`src/rtl/shift_pipe_stream_pkg.sv`:
```
// rtl/shift_pipe_stream_pkg.sv - shared types and sizing helper for the pipelined shifter
//
// Contents:
//   shift_dir_t  - shift direction: SH_LEFT (<<) or SH_RIGHT (logical >>)
//   stage_count  - number of pipeline stages (= shift-amount width) for a data width
package shift_pkg;

    typedef enum logic {
        SH_LEFT  = 1'b0,
        SH_RIGHT = 1'b1
    } shift_dir_t;

    // One stage per shift-amount bit; the extra top bit covers every
    // amount >= width, which flushes the operand to zero.
    function automatic int stage_count(input int width);
        return $clog2(width) + 1;
    endfunction

endpackage

```
`src/rtl/shift_pipe_stream_if.sv`:
```
// rtl/shift_pipe_stream_if.sv - operand/result handshake bundle for the pipelined shifter
//
// Signals:
//   in_valid/in_ready    operand handshake (in_ready driven by the shifter)
//   in_data, shift, dir  operand, shift amount, direction
//   out_valid/out_ready  result handshake (out_ready driven by the consumer)
//   out_data             shifted result
// Modports:
//   master - the side that issues operands and consumes results
//   slave  - the shifter
interface shift_pipe_stream_if
    import shift_pkg::*;
#(
    parameter int WIDTH = 16,
    parameter int SHW   = stage_count(WIDTH)
);

    logic             in_valid;
    logic             in_ready;
    logic [WIDTH-1:0] in_data;
    logic [SHW-1:0]   shift;
    shift_dir_t       dir;
    logic             out_valid;
    logic             out_ready;
    logic [WIDTH-1:0] out_data;

    modport master (
        output in_valid, in_data, shift, dir, out_ready,
        input  in_ready, out_valid, out_data
    );

    modport slave (
        input  in_valid, in_data, shift, dir, out_ready,
        output in_ready, out_valid, out_data
    );

endinterface

```
`src/rtl/shift_pipe_stream_stage.sv`:
```
// rtl/shift_pipe_stream_stage.sv - one pipeline slice of the shifter: conditional 2^K shift plus register
//
// Ports:
//   clk, rst                         clock, asynchronous active-high reset
//   adv                              this slice loads its upstream value this cycle
//   prev_valid/data/shift/dir        upstream slice contents (or the operand port for slice 0)
//   valid/data/shift/dir             registered slice contents
module shift_pipe_stage
    import shift_pkg::*;
#(
    parameter int WIDTH = 16,
    parameter int SHW   = stage_count(WIDTH),
    parameter int K     = 0
) (
    input  logic             clk,
    input  logic             rst,
    input  logic             adv,
    input  logic             prev_valid,
    input  logic [WIDTH-1:0] prev_data,
    input  logic [SHW-1:0]   prev_shift,
    input  shift_dir_t       prev_dir,
    output logic             valid,
    output logic [WIDTH-1:0] data,
    output logic [SHW-1:0]   shift,
    output shift_dir_t       dir
);

    localparam int AMT = 1 << K;

    logic [WIDTH-1:0] moved;
    logic [WIDTH-1:0] shifted;

    // The top slice moves by the full width, which empties the word in
    // either direction; spelling that out avoids an out-of-range shift.
    if (AMT >= WIDTH) begin : g_flush
        assign moved = '0;
    end else begin : g_move
        assign moved = (prev_dir == SH_RIGHT) ? (prev_data >> AMT) : (prev_data << AMT);
    end

    assign shifted = prev_shift[K] ? moved : prev_data;

    // Data fields load whenever the slice advances, valid or not, so an
    // empty slice never carries X forward after reset.
    always_ff @(posedge clk or posedge rst) begin
        if (rst) begin
            valid <= 1'b0;
            data  <= '0;
            shift <= '0;
            dir   <= SH_LEFT;
        end else if (adv) begin
            valid <= prev_valid;
            data  <= shifted;
            shift <= prev_shift;
            dir   <= prev_dir;
        end
    end

endmodule

```
`src/rtl/shift_pipe_stream.sv`:
```
// rtl/shift_pipe_stream.sv - pipelined flow-controlled logical shifter, one shift bit per stage
//
// Ports:
//   clk   clock, rising edge
//   rst   asynchronous active-high reset
//   bus   shift_pipe_stream_if.slave: operand in (in_valid/in_ready/in_data/shift/dir),
//         result out (out_valid/out_ready/out_data)
module shift_pipe_stream
    import shift_pkg::*;
#(
    parameter int WIDTH = 16,
    parameter int SHW   = stage_count(WIDTH)
) (
    input  logic                clk,
    input  logic                rst,
    shift_pipe_stream_if.slave  bus
);

    logic [SHW-1:0]   st_valid;
    logic [SHW-1:0]   adv;
    logic [WIDTH-1:0] st_data  [SHW];
    logic [SHW-1:0]   st_shift [SHW];
    shift_dir_t       st_dir   [SHW];

    // A slice may load when it or any slice downstream of it is empty, or
    // when the consumer takes the result. Walking from the tail with an
    // accumulator lets bubbles collapse past a stalled output.
    always_comb begin : ready_chain
        logic acc;
        acc = bus.out_ready;
        adv = '0;
        for (int k = SHW - 1; k >= 0; k--) begin
            acc    = acc | ~st_valid[k];
            adv[k] = acc;
        end
    end

    assign bus.in_ready = adv[0] & ~rst;

    for (genvar k = 0; k < SHW; k++) begin : g_stage
        logic             pv;
        logic [WIDTH-1:0] pd;
        logic [SHW-1:0]   ps;
        shift_dir_t       pdir;

        if (k == 0) begin : g_head
            assign pv   = bus.in_valid;
            assign pd   = bus.in_data;
            assign ps   = bus.shift;
            assign pdir = bus.dir;
        end else begin : g_body
            assign pv   = st_valid[k-1];
            assign pd   = st_data[k-1];
            assign ps   = st_shift[k-1];
            assign pdir = st_dir[k-1];
        end

        shift_pipe_stage #(
            .WIDTH (WIDTH),
            .SHW   (SHW),
            .K     (k)
        ) u_stage (
            .clk        (clk),
            .rst        (rst),
            .adv        (adv[k]),
            .prev_valid (pv),
            .prev_data  (pd),
            .prev_shift (ps),
            .prev_dir   (pdir),
            .valid      (st_valid[k]),
            .data       (st_data[k]),
            .shift      (st_shift[k]),
            .dir        (st_dir[k])
        );
    end

    assign bus.out_valid = st_valid[SHW-1];
    assign bus.out_data  = st_data[SHW-1];

endmodule
```
`src/flat_wrapper.sv`:
```
// flat-port wrapper written by rule: the top's interface ports become plain ports
module shift_pipe_stream_flat import shift_pkg::*;
#(
    parameter int WIDTH = 16,
    parameter int SHW   = stage_count(WIDTH)
)
  (clk, rst, bus_in_valid, bus_in_data, bus_shift, bus_dir, bus_out_ready, bus_in_ready, bus_out_valid, bus_out_data);
  shift_pipe_stream_if #(.WIDTH(WIDTH), .SHW(SHW)) bus_i ();
  input  logic clk;
  input  logic rst;
  input wire logic [$bits(bus_i.in_valid)-1:0] bus_in_valid;
  input wire logic [$bits(bus_i.in_data)-1:0] bus_in_data;
  input wire logic [$bits(bus_i.shift)-1:0] bus_shift;
  input wire logic [$bits(bus_i.dir)-1:0] bus_dir;
  input wire logic [$bits(bus_i.out_ready)-1:0] bus_out_ready;
  output wire logic [$bits(bus_i.in_ready)-1:0] bus_in_ready;
  output wire logic [$bits(bus_i.out_valid)-1:0] bus_out_valid;
  output wire logic [$bits(bus_i.out_data)-1:0] bus_out_data;
  assign bus_i.in_valid = bus_in_valid;
  assign bus_i.in_data = bus_in_data;
  assign bus_i.shift = bus_shift;
  assign bus_i.dir = bus_dir;
  assign bus_i.out_ready = bus_out_ready;
  assign bus_in_ready = bus_i.in_ready;
  assign bus_out_valid = bus_i.out_valid;
  assign bus_out_data = bus_i.out_data;
  shift_pipe_stream #(.WIDTH(WIDTH), .SHW(SHW)) u_core (.clk(clk), .rst(rst), .bus(bus_i));
endmodule
```
`config.mk`:
```
export PLATFORM = sky130hd
export DESIGN_NAME = shift_pipe_stream_flat
export DESIGN_NICKNAME = d
export VERILOG_FILES = /design/src/rtl/shift_pipe_stream_pkg.sv /design/src/rtl/shift_pipe_stream_if.sv /design/src/rtl/shift_pipe_stream_stage.sv /design/src/rtl/shift_pipe_stream.sv /design/src/flat_wrapper.sv
export SDC_FILE = /design/constraint.sdc
export NUM_CORES = 1
export LEC_CHECK = 0
export CAP_MARGIN = 25
export CORE_MARGIN = 10
export CORE_UTILIZATION = 40
export DETAILED_ROUTE_END_ITERATION = 6
export DONT_BUFFER_PORTS = 1
export PLACE_DENSITY = 0.64
export SLEW_MARGIN = 20
export SYNTH_ARGS = -nofsm -noshare
export SYNTH_HDL_FRONTEND = slang
export SYNTH_HIERARCHICAL = 1
export SYNTH_SLANG_ARGS = --single-unit
```
`constraint.sdc`:
```
create_clock -name clk -period 2.04 [get_ports clk]
set_clock_uncertainty 0.2 [all_clocks]
set_input_delay 0.408 -clock clk [delete_from_list [all_inputs] [get_ports clk]]
set_output_delay 0.408 -clock clk [all_outputs]
set_load 0.005 [all_outputs]
```
=== Yosys cells after proc, flatten, opt, wreduce, memory -nomap -nowiden ===
Index checks and enable logic that the tools add are counted.

* Register bits after elaboration: 108

* Mux-type cells: 9
* Bitwise logic cells: 12

{| class="wikitable"
|+ Operators with widths
! cell !! number
|-
| two-way mux 16 bit || 9
|-
| inverter 1 bit || 6
|-
| bitwise OR 1 bit || 5
|-
| bitwise AND 1 bit || 1
|}

=== Longest topological paths before layout ===
Gate-level depths: netlist of run 1.

* Word-level depth: 7
* Mapped depth: 6

=== Modules after synthesis ===
The synthesis of run 1 kept the hierarchy.

{| class="wikitable"
|+ By module, submodules not included
! module !! times used !! cells each !! area an instance (um^2)
|-
| shift_pipe_stage (u_core.g_stage[0].u_stage) || 1 || 90 || 1186.1
|-
| shift_pipe_stage (u_core.g_stage[1].u_stage) || 1 || 93 || 1169.9
|-
| shift_pipe_stage (u_core.g_stage[2].u_stage) || 1 || 101 || 1166.1
|-
| shift_pipe_stage (u_core.g_stage[3].u_stage) || 1 || 103 || 1068.5
|-
| shift_pipe_stage (u_core.g_stage[4].u_stage) || 1 || 53 || 859.6
|-
| shift_pipe_stream || 1 || 7 || 46.3
|}

=== Least setup slack after synthesis of run 1 ===
No wires, ideal clock.

* Path kind: input -> register
* From: input port bus_out_ready
* To: register u_core.g_stage[0].u_stage.data[10]
* Library setup time: 126 ps
* Arrival: 1680 ps
* Required time: 1714 ps
* Slack: 34 ps
* Stages on the path: 6
* Buffers on the path: 2
* Cell sequence: and4b_4 > nand3_1 > and2_0 > buf_2 > buf_2 > a221o_1

* Cells in the longest elaborated chain, start to end: 5

{| class="wikitable"
|+ RTL lines
! element !! line !! source
|-
| start: declaration || flat_wrapper.sv:15 || <nowiki>input wire logic [$bits(bus_i.out_ready)-1:0] bus_out_ready;</nowiki>
|-
| bitwise OR 1 bit (5 in a row) || shift_pipe_stream.sv:33 || <nowiki>acc = acc | ~st_valid[k];</nowiki>
|-
| named net u_core.adv[0] || shift_pipe_stream.sv:20 || <nowiki>logic [SHW-1:0] adv;</nowiki>
|-
| end signal: assignment || shift_pipe_stream_stage.sv:53 || <nowiki>data <= shifted;</nowiki>
|-
| end: declaration || shift_pipe_stream_stage.sv:23 || <nowiki>output logic [WIDTH-1:0] data,</nowiki>
|}

The timed path passes the listed nets, and every way through them passes these cells.
A chain may end at the register's enable or synchronous reset.

=== Worst setup path after layout of run 1 ===
* From: register u_core.g_stage[3].u_stage.valid
* To: register u_core.g_stage[2].u_stage.dir

* Cells in the longest elaborated chain, start to end: 3

{| class="wikitable"
|+ RTL lines
! element !! line !! source
|-
| start: declaration || shift_pipe_stream_stage.sv:22 || <nowiki>output logic valid,</nowiki>
|-
| start signal: assignment || shift_pipe_stream_stage.sv:52 || <nowiki>valid <= prev_valid;</nowiki>
|-
| inverter 1 bit || shift_pipe_stream.sv:33 ||
|-
| bitwise OR 1 bit (2 in a row) || shift_pipe_stream.sv:33 ||
|-
| named net u_core.adv[2] || shift_pipe_stream.sv:20 ||
|-
| end signal: assignment || shift_pipe_stream_stage.sv:55 || <nowiki>dir <= prev_dir;</nowiki>
|-
| end: declaration || shift_pipe_stream_stage.sv:25 || <nowiki>output shift_dir_t dir</nowiki>
|}

The timed path passes the listed nets, and every way through them passes these cells.

==> flow_metrics.py, run 1 <==
metrics = {
    "min_path": {
        "hp-class": "in2reg",
        "worstHoldStart": "bus_in_data[13]",
        "worstHoldPathCells": 1,
        "min_delay_worst_endpoint": "u_core/g_stage[0].u_stage/data[13]",
    },
    "placement": {
        "place.gp.congestion": 0.760,
        "post-place-ws_ps": 112,
        "portBuffers": 0,
        "dp_hpwl_um": 6780,
    },
    "setup_path": {
        "startpoint_type": "flop",
        "timing.critical_path.required_ps": 2070,
        "reg2reg_setup_slack_ps": 160,
        "critPathMaxFanout": 25,
        "timing.critical_path.cells": "and4b_4, inv_1, buf_4, mux2_2",
        "timing.setup.critical_path_class": "reg2reg",
        "worst_ep_arrival_time_ps": 1910,
        "critical_path.reg2reg.startpoint": "u_core/g_stage[3].u_stage/valid",
        "path_depth": 4,
        "critPathTopFamily": "buffers and inverters",
        "worstPathBufferInverterCount": 2,
        "setup.worst_path.end_class": "flop",
        "critical_path.reg2reg.endpoint": "u_core/g_stage[2].u_stage/dir",
        "cpMaxStageDelayCell": "dfrtp_1",
        "cpPeakStageDelay_ps": 400,
        "worst-r2r-cell-count": 4,
    },
    "timing": {
        "timing.final.setup_violations": 0,
        "rsz0062_at_grt": "no",
        "final_hold_viol_count": 0,
        "timing.final.crit_share": 0.922,
        "setup-tns-final_ps": 0,
        "slew_headroom": 0.501,
        "max_slew.worst_pin.slew_ps": 749,
        "period_minus_slack_ps": 1880,
        "max_clock_freq_ghz": 0.531,
        "setup_slack_ps": 158,
        "drv_slew": 0,
    },
    "clock_network": {
        "cts-root-buf": "clkbuf_16",
        "buffers_inserted_during_post_cts_setup_optimization": 0,
        "cts_tree": "done",
        "cts.sink_count": 98,
        "htreeDepth": 3,
        "clock_tree.buffer_depth": 2,
        "clock_latency_ps": 340,
        "worst_setup_hold_path_clk_slew_ps": 70,
        "cts_made_buffers": 9,
    },
    "run": {
        "max_cap_violations": 0,
    },
    "global_route": {
        "wire_length_of_the_first_global_routing_pass_um": 15400,
        "grt_antenna_before_repair": 0,
        "number_of_global_route_vias_before_repair": 3019,
        "grt_usage": 0.112,
        "globalRoute.totalOverflow": 0,
        "grt_max_degree": 34,
    },
    "power_and_ir_drop": {
        "vdd_ir_drop_max_v": 0.000486,
        "leakagePower_uw": 0.00226,
        "power.density_cell_area_mw_per_mm2": 1040,
    },
    "cells_and_area": {
        "finalNetCount": 429,
        "drive_above_1_share": 0.225,
        "insertedDiodeCount": 0,
        "fillerInstances": 1107,
        "synthesis_to_layout_area_growth_pct": 8.07,
    },
    "logic_synthesis": {
        "synth-warning-count": 6,
        "syn-cell-area_mm2": 0.00488,
        "netlist_instances": 412,
        "syn-mean-instance-area_um2": 11.8,
        "syn-num-nets": 438,
    },
    "die": {
        "initial_core_utilization": 0.408,
        "fp.dieArea_mm2": 0.0170,
        "top_level_ports": 44,
        "fp.dieH_um": 130,
        "fp.dieW_um": 130,
        "floorplan.rows": 40,
        "design.core.area_mm2": 0.0120,
    },
    "routing": {
        "routed_wl_um": 9080,
        "antenna_violating_nets_post_route": 0,
        "post_drt_via_cell_ratio": 5.44,
        "drt-pass1-iter-count": 4,
        "average_wire_per_cell_in_the_routed_design_um": 16.4,
        "drcViolationCount": 0,
        "first_iter_violations": 186,
        "overall_via_count_from_detail_route": 3021,
    },
    "status": {
        "status": "finished, final reports clean",
    },
}
==> cells in the final DEF, fill, tap and decap left out, types with 3 or more instances in the layout <==
cell,n
buf_4,11
nand2b_1,33
dlygate4sd3_1,3
mux2_2,32
bufinv_16,3
nand3b_1,18
clkbuf_16,9
dfrtp_1,98
a22o_1,5
and2b_1,3
nor2b_1,31
a221o_1,32
nand3_1,16
a31oi_1,31
inv_1,6
nor2_1,30
a22o_2,10
mux2_4,18
==> power breakdown <==
part | internal [µW] | switching [µW]
Clock | 1210 | 718
Sequential | 2330 | 354
Combinational | 503 | 355
==> worst max-delay path by stage <==
| stage | from | to | slack (ps) |
|---|---|---|---|
| final | u_core/g_stage[3].u_stage/valid | u_core/g_stage[2].u_stage/dir | 160 |
| after global routing | u_core/g_stage[3].u_stage/valid | u_core/g_stage[2].u_stage/data[8] | 50 |
| after CTS | u_core/g_stage[3].u_stage/valid | u_core/g_stage[1].u_stage/data[11] | 130 |
| after detailed placement | bus_out_ready | u_core/g_stage[0].u_stage/data[5] | 110 |
| after global placement | bus_out_ready | u_core/g_stage[0].u_stage/data[5] | 140 |
| after floorplan | bus_out_ready | u_core/g_stage[0].u_stage/data[10] | 30 |
==> area by class of cell <==
class	instances	area, µm²	area share
tap	147	184	0.0349
multi-input combinational	273	2150	0.408
clock inverter	7	124	0.0235
inverter	7	26.3	0.00498
clock buffer	9	225	0.0427
timing repair buffer	14	113	0.0213
sequential	98	2450	0.465
==> per-layer routing <==
metal  GRT usage  routed length (µm)  vias to the layer above  share of wire
li1            -                   -                     1486              -
met1       0.146                4330                     1462           0.48
met2       0.168                4020                       66           0.44
met3      0.0431                 647                        7          0.071
met4      0.0334                  86                        0         0.0095
met5           0                   0                        -              0
==> state kept, by name (all words and copies together) (netlist names) <==
register / flops
u_core/g_stage.u_stage/dir: 3
u_core/g_stage.u_stage/data: 80
u_core/g_stage.u_stage/shift: 10
u_core/g_stage.u_stage/valid: 5
==> repair_timing <==
action                     CTS  global route
hold endpoints to repair    98             2
hold buffers                 1             2
setup endpoints to repair    0            12
resized for setup            0             1
==> stage by stage <==
stage	hold slack, ps	power [µW]	instance area [µm²]	utilization	cells
after floorplan	134	3420	4880	-	412
after global placement	-33.9	3550	4890	0.409	536
after detailed placement	-32.8	3590	4890	0.409	536
after CTS	0.0813	5530	5250	0.439	553
after global routing	0.569	5790	5280	0.441	555
final	6.94	5470	5280	0.441	555
Power figures use the tool's default switching activity.
==> run 2, diff against run 1 <==
--- a/config.mk
+++ b/config.mk
@@ -12,4 +12,5 @@
 export DONT_BUFFER_PORTS = 1
 export PLACE_DENSITY = 0.64
+export REMOVE_ABC_BUFFERS = 1
 export SLEW_MARGIN = 20
 export SYNTH_ARGS = -nofsm -noshare
==> constraint.sdc (replaced) <==
create_clock -name clk -period 2.04 [get_ports clk]
set_clock_uncertainty 0.2 [all_clocks]
set_input_delay 0.408 -clock clk [delete_from_list [all_inputs] [get_ports clk]]
set_output_delay 0.408 -clock clk [all_outputs]
set_load 0.01 [all_outputs]
==> run 2 against run 1 <==
  * Flip-flop and latch count stayed put
  * Fmax decreased by 4.2%
  * Register-to-register slack worse by 80 ps
  * Clock power shrank 17%
  * Die area is the same
  * Combinational power grew 2.8%
  * Via count up 0.53%
  * Cell count up 1.4%
  * Setup slack worse by 83 ps
  * Sequential share of layout area down 0.21 points
  * First-iteration DRC count decreased by 3.2%
  * Critical path depth unchanged
  * Largest cell class unchanged
  * Largest power group unchanged
==> flow_metrics.py, run 2 (synthesis results as in run 1) <==
metrics = {
    "routing": {
        "first_iter_violations": 180,
        "drt-pass1-iter-count": 5,
        "dr_wl_met2_um": 4200,
        "drcViolationCount": 0,
        "overall_via_count_from_detail_route": 3037,
        "top_layer_used": "met4",
        "antenna_violating_nets_post_route": 0,
        "met3_wirelength_um": 623,
        "post_drt_via_cell_ratio": 5.39,
        "routed_wl_um": 9100,
        "length_of_routed_wiring_on_met1_um": 4210,
        "average_wire_per_cell_in_the_routed_design_um": 16.2,
    },
    "placement": {
        "placed_cell_area_mm2": 0.00492,
        "post-place-ws_ps": -18.7,
        "portBuffers": 0,
        "dp_hpwl_um": 6900,
        "place.gp.congestion": 0.773,
        "dp_cells": 538,
    },
    "cells_and_area": {
        "synthesis_to_layout_area_growth_pct": 8.56,
        "reg_top3": "u_core/g_stage.u_stage/data: 80 flops, u_core/g_stage.u_stage/shift: 10 flops, u_core/g_stage.u_stage/valid: 5 flops",
        "largest_register_ff_count": 80,
        "combined_area_of_the_multi_input_logic_cells_mm2": 0.00215,
        "final-seq-area_mm2": 0.00245,
        "fillerInstances": 1098,
        "finalNetCount": 437,
        "final-instance-count-excl-fill": 563,
        "fin_area_mm2": 0.00530,
        "insertedDiodeCount": 0,
        "drive_above_1_share": 0.224,
        "mostFrequentLayoutCell": "dfrtp_1",
        "mostFrequentLayoutCells": "98 x dfrtp_1, 33 x nand2b_1, 32 x mux2_2, 32 x nor2b_1, 32 x a221o_1",
        "largest_register": "u_core/g_stage.u_stage/data",
    },
    "setup_path": {
        "critPathMaxFanout": 12,
        "timing.critical_path.required_ps": 2110,
        "timing.setup.critical_path_class": "reg2reg",
        "setup.worst_path.end_class": "flop",
        "worst_ep_arrival_time_ps": 2030,
        "cpPeakStageDelay_ps": 630,
        "cpMaxStageDelayCell": "nor2b_1",
        "timing.critical_path.cells": "and4b_4, nand2_1, nor2b_1, a221o_1",
        "critPathTopFamily": "simple AND/OR/NAND/NOR gates",
        "startpoint_type": "flop",
        "worstPathBufferInverterCount": 0,
    },
    "clock_network": {
        "worst_setup_hold_path_clk_slew_ps": 70,
        "buffers_inserted_during_post_cts_setup_optimization": 0,
        "htreeDepth": 3,
        "clock_tree.buffer_depth": 2,
        "cts-root-buf": "clkbuf_16",
        "cts.sink_count": 98,
        "cts_tree": "done",
        "clock_latency_ps": 340,
        "cts_made_buffers": 9,
    },
    "power_and_ir_drop": {
        "vdd_ir_drop_max_v": 0.000424,
        "power.density_cell_area_mw_per_mm2": 981,
        "seq_power_share": 0.523,
        "leakagePower_uw": 0.00226,
        "internal_power_uw": 3700,
        "switching_share": 0.289,
        "p_comb_frac": 0.169,
        "totalPowerFinal_uw": 5200,
        "switchingPower_uw": 1500,
        "power.share.clock": 0.307,
    },
    "timing": {
        "timing.final.crit_share": 0.963,
        "slew_headroom": 0.497,
        "drv_slew": 0,
        "period_minus_slack_ps": 1960,
        "max_clock_freq_ghz": 0.509,
        "rsz0062_at_grt": "no",
        "timing.final.setup_violations": 0,
        "setup_slack_ps": 75.6,
        "final_hold_viol_count": 0,
        "hold_slack_ps": 18.4,
        "max_slew.worst_pin.slew_ps": 753,
    },
    "die": {
        "initial_core_utilization": 0.408,
        "floorplan.rows": 40,
        "fp.dieH_um": 130,
        "top_level_ports": 44,
        "fp.dieArea_mm2": 0.0170,
        "fp.dieW_um": 130,
        "design.core.area_mm2": 0.0120,
    },
    "status": {
        "status": "finished, final reports clean",
    },
    "global_route": {
        "wire_length_of_the_first_global_routing_pass_um": 15300,
        "grt_usage": 0.111,
        "grt_antenna_before_repair": 0,
        "number_of_global_route_vias_before_repair": 3051,
        "grt_max_degree": 34,
        "globalRoute.totalOverflow": 0,
    },
    "run": {
        "max_cap_violations": 0,
    },
    "min_path": {
        "hp-class": "in2reg",
    },
}
==> run 2: cell types whose count changed in the layout (fill, tap and decap cells not counted), sizes merged <==
cell,change
clkinvlp,+2
inv,+1
buf,+2
bufinv,-3
dlygate4sd3,+6
==> run 2: final timing paths <==
check	start	endpoint	slack (ps)	depth (start not counted)
max in group asynchronous	rst	u_core/g_stage[1].u_stage/data[1]	610	2
min reg2reg	u_core/g_stage[3].u_stage/data[10]	u_core/g_stage[4].u_stage/data[10]	290	1
min	bus_in_data[3]	u_core/g_stage[0].u_stage/data[3]	20	1
min in group asynchronous	rst	u_core/g_stage[0].u_stage/shift[4]	450	3
max	u_core/g_stage[3].u_stage/valid	u_core/g_stage[1].u_stage/data[2]	80	4
max reg2reg	u_core/g_stage[3].u_stage/valid	u_core/g_stage[1].u_stage/data[2]	80	4
==> run 2: metal layers <==
| layer | vias to the layer above | global-route usage |
|---|---|---|
| met1 | 1459 | 0.141 |
| met2 | 66 | 0.174 |
| li1 | 1504 | - |
| met4 | 0 | 0.0275 |
| met5 | - | 0 |
| met3 | 8 | 0.0423 |
==> run 2: metrics by stage <==
stage | setup TNS, ps | utilization
6_report | 0 | 0.443
2_1_floorplan | -6480 | -
3_5_place_dp | -83.8 | 0.412
3_3_place_gp | -3.73 | 0.412
5_1_grt | 0 | 0.443
4_1_cts | 0 | 0.443
==> run 2: what timing repair did <==
item                                    4_1_cts  5_1_grt
endpoints found under the setup margin        0       14
hold endpoints to repair                    106        0
hold buffers                                  9        0
resized for setup                             0        1
==> run 2: power by group through the flow <==
stage                     combinational [µW]  clock, µW  sequential, µW
after floorplan                          714          0            2650
after global placement                   858          0            2740
after detailed placement                 876          0            2770
after CTS                                893       1650            2730
after global routing                     987       1740            2780
final                                    881       1600            2720
==> run 2: area by class of cell <==
cell class / instances / area share
inverters: 7 / 0.00496
well taps: 147 / 0.0347
clock inverters: 7 / 0.0118
multi-input cells: 273 / 0.406
repair buffers: 22 / 0.0378
clock buffers: 9 / 0.0425
flip-flops and latches: 98 / 0.463
==> run 2: worst reg2reg max path: stages (launching register included) <==
cell     delay, ps
dfrtp_1        410
and4b_4        240
nand2_1        120
nor2b_1        630
a221o_1        290
==> run 3, diff against run 2 <==
ABC_AREA = 1   (was not set)
==> run 3 against run 2 <==
  * Flip-flop and latch count stayed put
  * Cell count grew 52%
  * Area after synthesis up 4.1%
  * Die area increased by 3.5%
  * First-iteration DRC count increased by 110%
  * Hold slack improved by 16 ps
  * Global-route usage up 1.1 points
  * Clock power increased by 22%
  * Critical path depth fell by 1
==> flow_metrics.py, run 3 <==
metrics = {
    "routing": {
        "overall_via_count_from_detail_route": 4201,
        "average_wire_per_cell_in_the_routed_design_um": 12.4,
        "met3_wirelength_um": 770,
        "routed_wl_um": 10600,
        "post_drt_via_cell_ratio": 4.91,
        "first_iter_violations": 375,
        "length_of_routed_wiring_on_met1_um": 4660,
        "top_layer_used": "met4",
        "drt-pass1-iter-count": 5,
        "dr_wl_met2_um": 5050,
        "drcViolationCount": 0,
        "antenna_violating_nets_post_route": 0,
    },
    "power_and_ir_drop": {
        "vdd_ir_drop_max_v": 0.000445,
        "power.density_cell_area_mw_per_mm2": 975,
        "leakagePower_uw": 0.00301,
    },
    "cells_and_area": {
        "reg_top3": "u_core/g_stage.u_stage/data: 80 flops, u_core/g_stage.u_stage/shift: 10 flops, u_core/g_stage.u_stage/valid: 5 flops",
        "synthesis_to_layout_area_growth_pct": 7.83,
        "largest_register_ff_count": 80,
        "mostFrequentLayoutCell": "nand2_1",
        "drive_above_1_share": 0.0747,
        "insertedDiodeCount": 0,
        "largest_register": "u_core/g_stage.u_stage/data",
        "fin_area_mm2": 0.00548,
        "mostFrequentLayoutCells": "280 x nand2_1, 122 x nand3_1, 102 x nor2_1",
        "finalNetCount": 704,
    },
    "setup_path": {
        "timing.setup.critical_path_class": "reg2out",
        "cpPeakStageDelay_ps": 450,
        "critPathMaxFanout": 4,
        "startpoint_type": "flop",
        "worst_ep_arrival_time_ps": 1240,
        "timing.critical_path.cells": "nand4_2, nor2_2, a21oi_1",
        "timing.critical_path.required_ps": 1430,
        "setup.worst_path.end_class": "output port",
        "cpMaxStageDelayCell": "dfrtp_1",
    },
    "global_route": {
        "globalRoute.totalOverflow": 0,
        "grt_antenna_before_repair": 0,
        "grt_usage": 0.122,
        "wire_length_of_the_first_global_routing_pass_um": 18800,
        "number_of_global_route_vias_before_repair": 4102,
        "grt_max_degree": 38,
    },
    "clock_network": {
        "cts_tree": "done",
        "buffers_inserted_during_post_cts_setup_optimization": 0,
        "clock_latency_ps": 340,
        "cts_made_buffers": 9,
        "htreeDepth": 3,
        "worst_setup_hold_path_clk_slew_ps": 70,
        "cts-root-buf": "clkbuf_16",
        "clock_tree.buffer_depth": 2,
        "cts.sink_count": 98,
    },
    "run": {
        "max_cap_violations": 0,
    },
    "die": {
        "design.core.area_mm2": 0.0125,
        "fp.dieH_um": 133,
        "floorplan.rows": 41,
        "top_level_ports": 44,
        "fp.dieArea_mm2": 0.0176,
        "initial_core_utilization": 0.406,
        "fp.dieW_um": 133,
    },
    "placement": {
        "place.gp.congestion": 0.923,
        "dp_hpwl_um": 7860,
        "placed_cell_area_mm2": 0.00507,
        "portBuffers": 0,
    },
    "timing": {
        "final_hold_viol_count": 0,
        "timing.final.setup_violations": 0,
        "slew_headroom": 0.472,
        "rsz0062_at_grt": "no",
        "hold_slack_ps": 34.5,
        "drv_slew": 0,
        "max_slew.worst_pin.slew_ps": 791,
        "period_minus_slack_ps": 1850,
        "timing.final.crit_share": 0.906,
        "max_clock_freq_ghz": 0.541,
    },
    "logic_synthesis": {
        "syn-mean-instance-area_um2": 7.36,
        "netlist_instances": 691,
        "syn-cell-area_mm2": 0.00508,
        "synth-warning-count": 6,
    },
    "status": {
        "status": "finished, final reports clean",
    },
    "min_path": {
        "hp-class": "in2reg",
    },
}
## run 3: stage by stage
stage                     setup slack (ps)  setup TNS [ps]  power, µW  std cells  utilization
after floorplan                       -427           -7500       3160        650            -
after global placement                 399               0       3390        833        0.405
after detailed placement               328               0       3430        833        0.405
after CTS                              149               0       5410        855        0.438
after global routing                  76.7               0       5670        855        0.438
final                                  191               0       5340        855        0.438
## run 3: final timing paths
| kind | from | to | slack (ps) | cells after the start |
|---|---|---|---|---|
| setup / recovery | u_core/g_stage[4].u_stage/valid | bus_in_ready | 190 | 3 |
| hold / removal | bus_in_data[14] | u_core/g_stage[0].u_stage/data[15] | 30 | 2 |
| setup reg to reg | u_core/g_stage[4].u_stage/valid | u_core/g_stage[2].u_stage/data[2] | 320 | 6 |
| hold reg to reg | u_core/g_stage[1].u_stage/shift[3] | u_core/g_stage[1].u_stage/shift[3] | 280 | 2 |
| max in group asynchronous | rst | u_core/g_stage[1].u_stage/data[0] | 560 | 2 |
| min in group asynchronous | rst | u_core/g_stage[0].u_stage/shift[4] | 460 | 3 |
## run 3: worst max-delay path: cells and delay by family, from the launching register on
family             cells  cell delay [ps]
DFF                    1              450
and+or+nand+nor        2              310
AOI/OAI and AO/OA      1              140
## run 3: power by group
part	leakage (µW)	internal, µW	total [µW]	switching [µW]
Combinational	0.00161	282	799	518
Clock	0.000169	1230	1950	714
Sequential	0.00123	2270	2600	324
Total	0.00301	3790	5340	1560
## run 3: layout make-up
cell class / instances / area, µm²
clock inverters: 6 / 111
multi-input cells: 526 / 2220
well taps: 172 / 215
flip-flops and latches: 98 / 2450
inverters: 26 / 100
clock buffers: 10 / 239
fillers: 1257 / 7040
repair buffers: 17 / 143
## run 3: repair_timing
item                      in CTS  in global routing
hold buffers                   6                  0
hold endpoints to repair     103                  0
resized for setup              0                  0
## run 3: layer usage
layer | track usage | vias up
li1 | - | 2148
met3 | 0.0435 | 8
met4 | 0.0306 | 0
met1 | 0.139 | 1928
met5 | 0 | -
met2 | 0.213 | 117
